<file path="src/rtl/ascon_serial_host_if.sv">
// Bit-serial port between the Ascon host driver (master) and the Ascon core (slave).
// Masked data lanes, randomness lanes, start levels, serial results and core status.
interface ascon_serial_host_if;
    logic       core_rst;
    logic [2:0] keyxSI;
    logic [2:0] noncexSI;
    logic [2:0] associated_dataxSI;
    logic [2:0] plain_textxSI;
    logic [6:0] r_64xSI;
    logic [2:0] r_128xSI;
    logic [2:0] r_ptxSI;
    logic       encryption_startxSI;
    logic       decryption_startxSI;
    logic       cipher_textxSO;
    logic       tagxSO;
    logic       plain_textxS0;
    logic       dec_tagxSO;
    logic       encryption_readyxSO;
    logic       decryption_readyxSO;
    logic       message_authentication;

    modport master (
        output core_rst, keyxSI, noncexSI, associated_dataxSI, plain_textxSI,
        output r_64xSI, r_128xSI, r_ptxSI, encryption_startxSI, decryption_startxSI,
        input  cipher_textxSO, tagxSO, plain_textxS0, dec_tagxSO,
        input  encryption_readyxSO, decryption_readyxSO, message_authentication
    );

    modport slave (
        input  core_rst, keyxSI, noncexSI, associated_dataxSI, plain_textxSI,
        input  r_64xSI, r_128xSI, r_ptxSI, encryption_startxSI, decryption_startxSI,
        output cipher_textxSO, tagxSO, plain_textxS0, dec_tagxSO,
        output encryption_readyxSO, decryption_readyxSO, message_authentication
    );
endinterface

</file>
<file path="src/rtl/ascon_serial_host.sv">
// Host driver for the bit-serial Ascon core: shifts key/nonce/AD/text in, collects result + tag.
// Define ASCON_HOST_RNG_EN to use an internal xorshift32 instead of rnd_in for the mask bits.
module ascon_serial_host #(
    parameter int unsigned K       = 128,
    parameter int unsigned L       = 80,
    parameter int unsigned Y       = 80,
    parameter int unsigned TIMEOUT = 4096,
    parameter logic [31:0] SEED    = 32'h1
) (
    input  logic                clk,
    input  logic                rst,
    input  logic                start,
    input  logic                mode,
    input  logic [K-1:0]        key,
    input  logic [127:0]        nonce,
    input  logic [L-1:0]        ad,
    input  logic [Y-1:0]        din,
    input  logic [20:0]         rnd_in,
    ascon_serial_host_if.master core,
    output logic                busy,
    output logic                done,
    output logic                err,
    output logic [Y-1:0]        dout,
    output logic [127:0]        tag_out,
    output logic                auth_ok
);
    localparam int unsigned WW = $clog2(TIMEOUT + 1);

    typedef enum logic [2:0] {StIdle, StCrst, StShift, StGo, StCollect, StDone} state_e;

    state_e         state_q, state_d;
    logic [7:0]     cnt_q, cnt_d;
    logic [WW-1:0]  wait_q, wait_d;
    logic           mode_q, err_q, auth_q;
    logic [K-1:0]   key_sr;
    logic [127:0]   nonce_sr;
    logic [L-1:0]   ad_sr;
    logic [Y-1:0]   din_sr, dout_q;
    logic [127:0]   tag_q;
    logic           latch, shift_en, collect_en, set_err;
    logic           ready, res_bit, tag_bit;
    logic [20:0]    rnd;

`ifdef ASCON_HOST_RNG_EN
    logic [31:0] rng_q, rng_t0, rng_t1, rng_t2;
    logic        unused_rnd_in;

    assign unused_rnd_in = ^rnd_in;
    assign rng_t0 = rng_q ^ (rng_q << 13);
    assign rng_t1 = rng_t0 ^ (rng_t0 >> 17);
    assign rng_t2 = rng_t1 ^ (rng_t1 << 5);
    assign rnd    = rng_q[20:0];

    always_ff @(posedge clk or posedge rst) begin
        if (rst) begin
            rng_q <= SEED;
        end else if (state_q != StIdle) begin
            rng_q <= rng_t2;
        end
    end
`else
    assign rnd = rnd_in;
`endif

    assign ready   = mode_q ? core.decryption_readyxSO : core.encryption_readyxSO;
    assign res_bit = mode_q ? core.plain_textxS0 : core.cipher_textxSO;
    assign tag_bit = mode_q ? core.dec_tagxSO : core.tagxSO;

    assign busy    = (state_q != StIdle);
    assign done    = (state_q == StDone);
    assign err     = err_q;
    assign dout    = dout_q;
    assign tag_out = tag_q;
    assign auth_ok = auth_q;

    always_comb begin
        state_d                  = state_q;
        cnt_d                    = cnt_q;
        wait_d                   = wait_q;
        latch                    = 1'b0;
        shift_en                 = 1'b0;
        collect_en               = 1'b0;
        set_err                  = 1'b0;
        core.core_rst            = 1'b0;
        core.keyxSI              = '0;
        core.noncexSI            = '0;
        core.associated_dataxSI  = '0;
        core.plain_textxSI       = '0;
        core.r_64xSI             = '0;
        core.r_128xSI            = '0;
        core.r_ptxSI             = '0;
        core.encryption_startxSI = 1'b0;
        core.decryption_startxSI = 1'b0;
        unique case (state_q)
            StIdle: begin
                core.core_rst = 1'b1;
                if (start) begin
                    latch   = 1'b1;
                    state_d = StCrst;
                end
            end
            StCrst: begin
                core.core_rst = 1'b1;
                cnt_d         = '0;
                state_d       = StShift;
            end
            StShift: begin
                // Field MSBs sit at the top of each shift register; zeros fill in behind.
                core.keyxSI             = {rnd[1], rnd[0], key_sr[K-1]};
                core.noncexSI           = {rnd[3], rnd[2], nonce_sr[127]};
                core.associated_dataxSI = {rnd[5], rnd[4], ad_sr[L-1]};
                core.plain_textxSI      = {rnd[7], rnd[6], din_sr[Y-1]};
                core.r_64xSI            = rnd[14:8];
                core.r_128xSI           = rnd[17:15];
                core.r_ptxSI            = rnd[20:18];
                shift_en                = 1'b1;
                if (cnt_q == 8'd129) begin
                    wait_d  = '0;
                    state_d = StGo;
                end else begin
                    cnt_d = cnt_q + 8'd1;
                end
            end
            StGo: begin
                core.encryption_startxSI = ~mode_q;
                core.decryption_startxSI = mode_q;
                if (ready) begin
                    cnt_d   = '0;
                    state_d = StCollect;
                end else if (wait_q == WW'(TIMEOUT - 1)) begin
                    set_err = 1'b1;
                    state_d = StDone;
                end else begin
                    wait_d = wait_q + 1'b1;
                end
            end
            StCollect: begin
                core.encryption_startxSI = ~mode_q;
                core.decryption_startxSI = mode_q;
                collect_en               = 1'b1;
                if (cnt_q == 8'd127) begin
                    state_d = StDone;
                end else begin
                    cnt_d = cnt_q + 8'd1;
                end
            end
            StDone:  state_d = StIdle;
            default: state_d = StIdle;
        endcase
    end

    always_ff @(posedge clk or posedge rst) begin
        if (rst) begin
            state_q <= StIdle;
            cnt_q   <= '0;
            wait_q  <= '0;
        end else begin
            state_q <= state_d;
            cnt_q   <= cnt_d;
            wait_q  <= wait_d;
        end
    end

    always_ff @(posedge clk or posedge rst) begin
        if (rst) begin
            mode_q   <= 1'b0;
            key_sr   <= '0;
            nonce_sr <= '0;
            ad_sr    <= '0;
            din_sr   <= '0;
            dout_q   <= '0;
            tag_q    <= '0;
            err_q    <= 1'b0;
            auth_q   <= 1'b0;
        end else begin
            if (latch) begin
                mode_q   <= mode;
                key_sr   <= key;
                nonce_sr <= nonce;
                ad_sr    <= ad;
                din_sr   <= din;
                dout_q   <= '0;
                tag_q    <= '0;
                err_q    <= 1'b0;
                auth_q   <= 1'b0;
            end
            if (shift_en) begin
                key_sr   <= key_sr << 1;
                nonce_sr <= nonce_sr << 1;
                ad_sr    <= ad_sr << 1;
                din_sr   <= din_sr << 1;
            end
            if (collect_en) begin
                // LSB-first stream: shifting in from the top lands sample 0 at bit 0.
                tag_q <= {tag_bit, tag_q[127:1]};
                if (32'(cnt_q) < Y) begin
                    dout_q <= {res_bit, dout_q[Y-1:1]};
                end
                if (cnt_q == 8'd0) begin
                    auth_q <= mode_q ? core.message_authentication : 1'b1;
                end
            end
            if (set_err) begin
                err_q <= 1'b1;
            end
        end
    end
endmodule

</file>
<file path="src/flat_wrapper.sv">
// flat-port wrapper written by rule: the top's interface ports become plain ports
module ascon_serial_host_flat 
#(
    parameter int unsigned K       = 128,
    parameter int unsigned L       = 80,
    parameter int unsigned Y       = 80,
    parameter int unsigned TIMEOUT = 4096,
    parameter logic [31:0] SEED    = 32'h1
)
  (clk, rst, start, mode, key, nonce, ad, din, rnd_in, busy, done, err, dout, tag_out, auth_ok, core_core_rst, core_keyxSI, core_noncexSI, core_associated_dataxSI, core_plain_textxSI, core_r_64xSI, core_r_128xSI, core_r_ptxSI, core_encryption_startxSI, core_decryption_startxSI, core_cipher_textxSO, core_tagxSO, core_plain_textxS0, core_dec_tagxSO, core_encryption_readyxSO, core_decryption_readyxSO, core_message_authentication);
  ascon_serial_host_if core_i ();
  input  logic clk;
  input  logic rst;
  input  logic start;
  input  logic mode;
  input  logic [K-1:0] key;
  input  logic [127:0] nonce;
  input  logic [L-1:0] ad;
  input  logic [Y-1:0] din;
  input  logic [20:0] rnd_in;
  output logic busy;
  output logic done;
  output logic err;
  output logic [Y-1:0] dout;
  output logic [127:0] tag_out;
  output logic auth_ok;
  output wire logic [$bits(core_i.core_rst)-1:0] core_core_rst;
  output wire logic [$bits(core_i.keyxSI)-1:0] core_keyxSI;
  output wire logic [$bits(core_i.noncexSI)-1:0] core_noncexSI;
  output wire logic [$bits(core_i.associated_dataxSI)-1:0] core_associated_dataxSI;
  output wire logic [$bits(core_i.plain_textxSI)-1:0] core_plain_textxSI;
  output wire logic [$bits(core_i.r_64xSI)-1:0] core_r_64xSI;
  output wire logic [$bits(core_i.r_128xSI)-1:0] core_r_128xSI;
  output wire logic [$bits(core_i.r_ptxSI)-1:0] core_r_ptxSI;
  output wire logic [$bits(core_i.encryption_startxSI)-1:0] core_encryption_startxSI;
  output wire logic [$bits(core_i.decryption_startxSI)-1:0] core_decryption_startxSI;
  input wire logic [$bits(core_i.cipher_textxSO)-1:0] core_cipher_textxSO;
  input wire logic [$bits(core_i.tagxSO)-1:0] core_tagxSO;
  input wire logic [$bits(core_i.plain_textxS0)-1:0] core_plain_textxS0;
  input wire logic [$bits(core_i.dec_tagxSO)-1:0] core_dec_tagxSO;
  input wire logic [$bits(core_i.encryption_readyxSO)-1:0] core_encryption_readyxSO;
  input wire logic [$bits(core_i.decryption_readyxSO)-1:0] core_decryption_readyxSO;
  input wire logic [$bits(core_i.message_authentication)-1:0] core_message_authentication;
  assign core_core_rst = core_i.core_rst;
  assign core_keyxSI = core_i.keyxSI;
  assign core_noncexSI = core_i.noncexSI;
  assign core_associated_dataxSI = core_i.associated_dataxSI;
  assign core_plain_textxSI = core_i.plain_textxSI;
  assign core_r_64xSI = core_i.r_64xSI;
  assign core_r_128xSI = core_i.r_128xSI;
  assign core_r_ptxSI = core_i.r_ptxSI;
  assign core_encryption_startxSI = core_i.encryption_startxSI;
  assign core_decryption_startxSI = core_i.decryption_startxSI;
  assign core_i.cipher_textxSO = core_cipher_textxSO;
  assign core_i.tagxSO = core_tagxSO;
  assign core_i.plain_textxS0 = core_plain_textxS0;
  assign core_i.dec_tagxSO = core_dec_tagxSO;
  assign core_i.encryption_readyxSO = core_encryption_readyxSO;
  assign core_i.decryption_readyxSO = core_decryption_readyxSO;
  assign core_i.message_authentication = core_message_authentication;
  ascon_serial_host #(.K(K), .L(L), .Y(Y), .TIMEOUT(TIMEOUT), .SEED(SEED)) u_core (.clk(clk), .rst(rst), .start(start), .mode(mode), .key(key), .nonce(nonce), .ad(ad), .din(din), .rnd_in(rnd_in), .core(core_i), .busy(busy), .done(done), .err(err), .dout(dout), .tag_out(tag_out), .auth_ok(auth_ok));
endmodule
</file>
<file path="config.mk">
export PLATFORM = sky130hd
export DESIGN_NAME = ascon_serial_host_flat
export DESIGN_NICKNAME = d
export VERILOG_FILES = /design/src/rtl/ascon_serial_host_if.sv /design/src/rtl/ascon_serial_host.sv /design/src/flat_wrapper.sv
export SDC_FILE = /design/constraint.sdc
export NUM_CORES = 2
export LEC_CHECK = 0
export ABC_CLOCK_PERIOD_IN_PS = 25100
export BUFFER_PORTS_ARGS = -buffer_cell sky130_fd_sc_hd__buf_2
export CORE_AREA = 2 2 264 266
export CTS_BUF_LIST = sky130_fd_sc_hd__clkbuf_8
export CTS_CLUSTER_SIZE = 14
export DETAILED_ROUTE_END_ITERATION = 7
export DIE_AREA = 0 0 266 268
export SKIP_CTS_REPAIR_TIMING = 1
export SLEW_MARGIN = 20
export SYNTH_ARGS = -nofsm -noshare
export SYNTH_HDL_FRONTEND = slang
export SYNTH_SLANG_ARGS = --single-unit
</file>
<file path="constraint.sdc">
create_clock -name clk -period 25.1 [get_ports clk]
set_input_delay 1.255 -clock clk [delete_from_list [all_inputs] [get_ports clk]]
set_output_delay 1.255 -clock clk [all_outputs]
set_load 0.05 [all_outputs]
</file>
# Yosys cells after proc, flatten, opt, wreduce, memory -nomap -nowiden
# Cells that the tools add are included.
[totals]
ff_bits = 651
word_cells = 99
output_inout_bits = 240
inputBits = 448
[classes]
muxes = 53
eq_ne = 17
n_addsub = 2
n_bitwise = 1
n_reduce_logical = 13
order_cmp = 1
[op_table]
columns = ["op", "n"]
rows = [
  ["$mux 128", 6],
  ["$mux 80", 7],
  ["$mux 13", 3],
  ["$mux 3", 11],
  ["$pmux 8 s4", 1],
  ["$pmux 13 s2", 1],
  ["$mux 8", 3],
  ["$mux 1", 19],
  ["$pmux 3 s5", 1],
  ["$add 13x1->13 const B", 1],
  ["$eq 13x12->1 const B", 1],
  ["$reduce_and 4->1", 3],
  ["$ne 2x2->1 const B", 5],
  ["$add 8x1->8 const B", 1],
  ["$eq 8x7->1 const B", 1],
  ["$eq 8x8->1 const B", 1],
  ["$logic_not 8->1", 1],
  ["$lt 8x7->1 const B", 1],
  ["$reduce_bool 2->1", 4],
  ["$mux 7", 1],
  ["$eq 3x2->1 const B", 2],
  ["$eq 3x3->1 const B", 2],
  ["$ne 2x1->1 const B", 3],
  ["$reduce_bool 4->1", 1],
  ["other kinds (6)", 7],
]

# Depth between registers and ports, before layout
[depth]
depth_word = 5
ltp_mapped = 8
mapped_depth_nobuf = 6

# Worst setup path before layout
# Ideal clock, no wire load.
[synth_timing]
path_type = "reg2out"
start = "reg u_core.state_q[1]"
end = "out core_decryption_startxSI"
path_buffers = 3
required_time_ps = 23845
t_arrival_ps = 2452
slack_ps = 21393
path_stages_with_launch = 6
path_cell_list = "dfrtp_1 -> or3b_1 -> buf_2 -> clkbuf_1 -> clkbuf_1 -> a21boi_0"
[synth_between]
elab_chain_len = 3
elab_cells_between_ends = 4
classes_between = "2 x eq/ne; 1 x mux; 1 x reduce/logical"
[synth_rtl]
columns = ["item", "line", "source"]
rows = [
  ["start, declared", "ascon_serial_host.sv:31", "state_e state_q, state_d;"],
  ["start signal, assigned", "ascon_serial_host.sv:154", "state_q <= StIdle;"],
  ["start signal, assigned", "ascon_serial_host.sv:158", "state_q <= state_d;"],
  ["$eq 3x2->1 or $eq 3x3->1 (tied branches)", "ascon_serial_host.sv:94", "unique case (state_q)"],
  ["$reduce_or 2->1 (no source line) (*)", "n/a", ""],
  ["$mux 1 (*)", "ascon_serial_host.sv:94", ""],
  ["end, declared", "flat_wrapper.sv:36", "output wire logic [$bits(core_i.decryption_startxSI)-1:0] core_decryption_startxSI;"],
]
# Mark *: on every way between the ends. The rest lies on a longest branch, timed or not.

# Final worst setup path
[layout_timing]
start = "reg u_core.state_q[0]"
end = "reg u_core.ad_sr[8]"
[layout_between]
elab_chain_len = 3
elab_cells_between_ends = 6
classes_between = "1 x eq/ne; 3 x mux; 2 x reduce/logical"
[layout_rtl]
columns = ["item", "line", "source"]
rows = [
  ["$eq 3x2->1 or $logic_not 3->1 (tied branches)", "ascon_serial_host.sv:94", ""],
  ["$mux 1", "ascon_serial_host.sv:94", ""],
  ["$mux 80 or $reduce_bool 2->1 (tied branches)", "n/a", ""],
  ["end signal, assigned", "ascon_serial_host.sv:190", "ad_sr <= ad_sr << 1;"],
  ["end, declared", "ascon_serial_host.sv:37", "logic [L-1:0] ad_sr;"],
]
# Several ways; a longest one is shown, not always the timed one.
# A chain may end at the register's enable or synchronous reset.

==> flow_summary.ini <==
[outcome]
run_status = finished clean

[yosys]
netlist_area_sq_mm = 0.02844
synth-edff-count = 0
dominantRegCellSynth = dfrtp_1
synth_simple_gate_area_share_pct = 23.95
synthMuxAreaShare_pct = 0.2595
mappedNetlistNets = 3833
yosys.area_share.adder_pct = 0.1759
synthXorXnorAreaFrac_pct = 0
post_synth_num_cell_types = 50
synth_cells = 3381
syn_avg_cell_area_sq_um = 8.413
synth.yosys.warnings = 0
synth_compound_area_share_pct = 14.37
synth_top_family_by_area = simple AND/OR/NAND/NOR gates
async_flop_share_pct = 100.0
synth_seq_cells = 651
synth.yosys.seq_area_share_pct = 57.27

[clocking]
clkLatencyLatePin_ps = 720
htree_levels = 3
cts_buffers = 111
cts_tree = done
clk_root_buffer_cell = clkbuf_8
clkTransAtPathRegs_ps = 60
cts_sinks = 651
cts_max_path_buffers = 3

[worst_hold_path]
timing.hold.worst.start = u_core.wait_q[7]
min_delay_worst_endpoint = u_core.wait_q[7]
timing.hold.worst_path_depth = 1
min_path_type = flip-flop to flip-flop

[drt]
wire_per_inst_um = 17.29
finalWirelength_mm = 85.59
ant_nets = 0
initialDrtViolationCount = 2245
via_count = 25520
routed_via_density = 5.156
iteration_count_of_the_initial_detailed_routing_pass = 6
drt_drc_violations_left = 0

[power]
leakage_nw = 16.83
power.clock.fraction_pct = 24.0
power-per-cell-area_mw_per_mm2 = 121.3
worst_case_vdd_ir_drop_uv = 73.58
power.share.sequential_pct = 39.1
power.combinational.fraction_pct = 36.9
netSwitchingPower_w = 0.001701
switching_part_of_the_total_pct = 40.48
intPower_w = 0.002501

[critical_path]
critical_path.endpoint_type = flip-flop
timing.critical_path.fanout_max = 101
worst_ep_arrival_time_ps = 4650
critical-path-top-cell-by-count = buf_4
timing.reg2reg.setup_slack_ps = 20960
r2r_start = u_core.state_q[0]
worst_ep_required_time_ps = 25610
cpPeakStageDelay_ps = 830
timing.reg2reg.worst_path_depth = 5
path_delay_family = buffers and inverters
cell_with_the_biggest_individual_delay_on_the_critical_path = buf_4
timing.critical_path.buf_inv = 3
startpoint_type = flip-flop
reg2reg_to = u_core.ad_sr[8]
critical_path_class = flip-flop to flip-flop
crit_path_cell_trace = or3b_4 -> buf_4 -> buf_4 -> buf_4 -> a31oi_1

[sta]
timing.final.hold_violations = 0
setup_tns_ps = 0
finalMaxSlewViolations = 0
max_freq_ghz = 0.2416
crit_path_time_final_ps = 4139
clock-skew-final_ps = 33.10
relSlewSlack_pct = 26.20
worst_slew_pin_slew_ps = 1107
rsz0062_at_grt = no
setup_violations = 0
finalCritPeriodShare_pct = 16.49

[finish]
finalNetCount = 4394
utilization_after_layout_pct = 50.76
multi_input_comb_area_sq_mm = 0.01105
post_route_cells_drive_above_1_share_pct = 22.40
n_fill_cell = 6669
layout.area.seq_sq_mm = 0.01629
area_delta_synth_final_pct = 21.76
fin_area_sq_mm = 0.03463

[place]
hpwlAfterDp_mm = 55.92
count_of_input_and_output_buffers = 687
placed_area_sq_mm = 0.03217
placer_s_final_routability_congestion_estimate = 0.8175

[global_routing]
grt_antenna_before_repair = 57
grtUsageTotal_pct = 23.13
global_route.overflow_total = 0
maximum_number_of_pins_on_one_net_before_global_route_repair = 212
global_route_wire_length_before_repair_mm = 132.1
grt_pass1_vias = 23650

[floorplan]
fp-row-count = 96
die_x_um = 266
initial_core_util_pct = 41.69
die_area_sq_mm = 0.07129
chipHeight_um = 268
pin_count = 688
core_area_sq_mm = 0.06823

[flow_run]
maxCapViolations = 0
-- cells in the final DEF, fill, tap and decap left out, types with 9 or more instances in the layout --
cell type,synthesis,routed
diode_2,0,36
clkinv_2,0,16
nand2_1,1264,1263
buf_2,55,687
clkbuf_8,0,147
inv_1,7,37
dfrtp_1,651,651
a31oi_1,424,424
o21ai_0,211,211
and2_1,27,26
a21oi_1,9,9
nor2_1,424,424
buf_4,10,22
-- metal layers --
layer  global-route usage (%)  vias to the layer above  routed length [um]
li1                         -                    12380                   -
met1                    31.14                    12240               37270
met2                    35.52                      651               39830
met3                    6.039                      201                5429
met4                    9.794                       48                2758
met5                        0                        -                 307
-- flip-flops by register name, indices dropped and copies added (netlist names) --
signal           cells
u_core.ad_sr        80
u_core.auth_ok       1
u_core.cnt_q         8
u_core.din_sr       80
u_core.dout         80
u_core.err           1
u_core.key_sr      128
u_core.mode_q        1
u_core.nonce_sr    128
u_core.state_q       3
u_core.tag_out     128
u_core.wait_q       13
-- final cells by class --
type | instances | share of cell area [%]
Clock buffer | 147 | 5.842
Sequential cell | 651 | 47.04
Tap cell | 882 | 3.186
Inverter | 7 | 0.09754
Multi-Input combinational cell | 2457 | 31.90
Timing Repair Buffer | 714 | 10.67
Antenna cell | 36 | 0.2601
Clock inverter | 56 | 1.008
-- synthesized netlist by cell type (5+ instances only) --
cell type | number | area share, %
nor3_1 | 5 | 0.088
and2_1 | 27 | 0.59
nand3_1 | 8 | 0.14
o21ai_0 | 211 | 3.7
nor2_1 | 424 | 5.6
clkbuf_1 | 199 | 2.6
inv_1 | 7 | 0.092
buf_4 | 10 | 0.26
a31oi_1 | 424 | 9.3
a21oi_1 | 9 | 0.16
o21ai_1 | 7 | 0.12
a21boi_0 | 5 | 0.13
buf_2 | 55 | 0.97
dfrtp_1 | 651 | 57
nor4_1 | 5 | 0.11
nand2_1 | 1264 | 17
-- through the flow --
| stage | cells | setup WS, ps | power [W] | hold slack [ps] |
|---|---|---|---|---|
| 5_1_grt | 4937 | 20520 | 0.004530 | 516.4 |
| 3_5_place_dp | 4711 | 20040 | 0.003217 | 480.0 |
| 3_3_place_gp | 4711 | 20010 | 0.003188 | 476.8 |
| 6_report | 4950 | 20960 | 0.004202 | 485.9 |
| 2_1_floorplan | 3381 | 5604 | 0.002868 | 450.0 |
| 4_1_cts | 4914 | 20840 | 0.004241 | 484.2 |
-- power by group through the flow --
stage               clock network (W)  logic (W)  registers (W)
finish                        0.00101    0.00155        0.00164
floorplan                           0    0.00123        0.00164
CTS                           0.00103    0.00156        0.00164
global placement                    0    0.00154        0.00165
global route                  0.00108    0.00176        0.00169
detailed placement                  0    0.00156        0.00165
-- how the worst max path moves through the flow --
| stage | start | endpoint | slack (ps) | depth (start not counted) |
|---|---|---|---|---|
| global placement | rst | u_core.nonce_sr[31] | 20010 | 5 |
| CTS | rst | u_core.key_sr[112] | 20840 | 5 |
| finish | u_core.state_q[0] | u_core.ad_sr[8] | 20960 | 5 |
| detailed placement | rst | u_core.nonce_sr[31] | 20040 | 5 |
| global route | u_core.state_q[0] | u_core.ad_sr[23] | 20520 | 6 |
| floorplan | rst | u_core.ad_sr[0] | 5600 | 1 |
-- cell families after synthesis --
| kind of cell | after synthesis |
|---|---|
| compound gates | 684 |
| fa+ha+maj | 4 |
| buf+inv | 273 |
| flops | 651 |
| mux | 7 |
| simple gates | 1762 |
-- worst register-to-register path: stages (launching register included) --
cell and delay, ps:
dfrtp_1 640, or3b_4 610, buf_4 750, buf_4 840
buf_4 870, a31oi_1 260
Power figures use the tool's default switching activity.
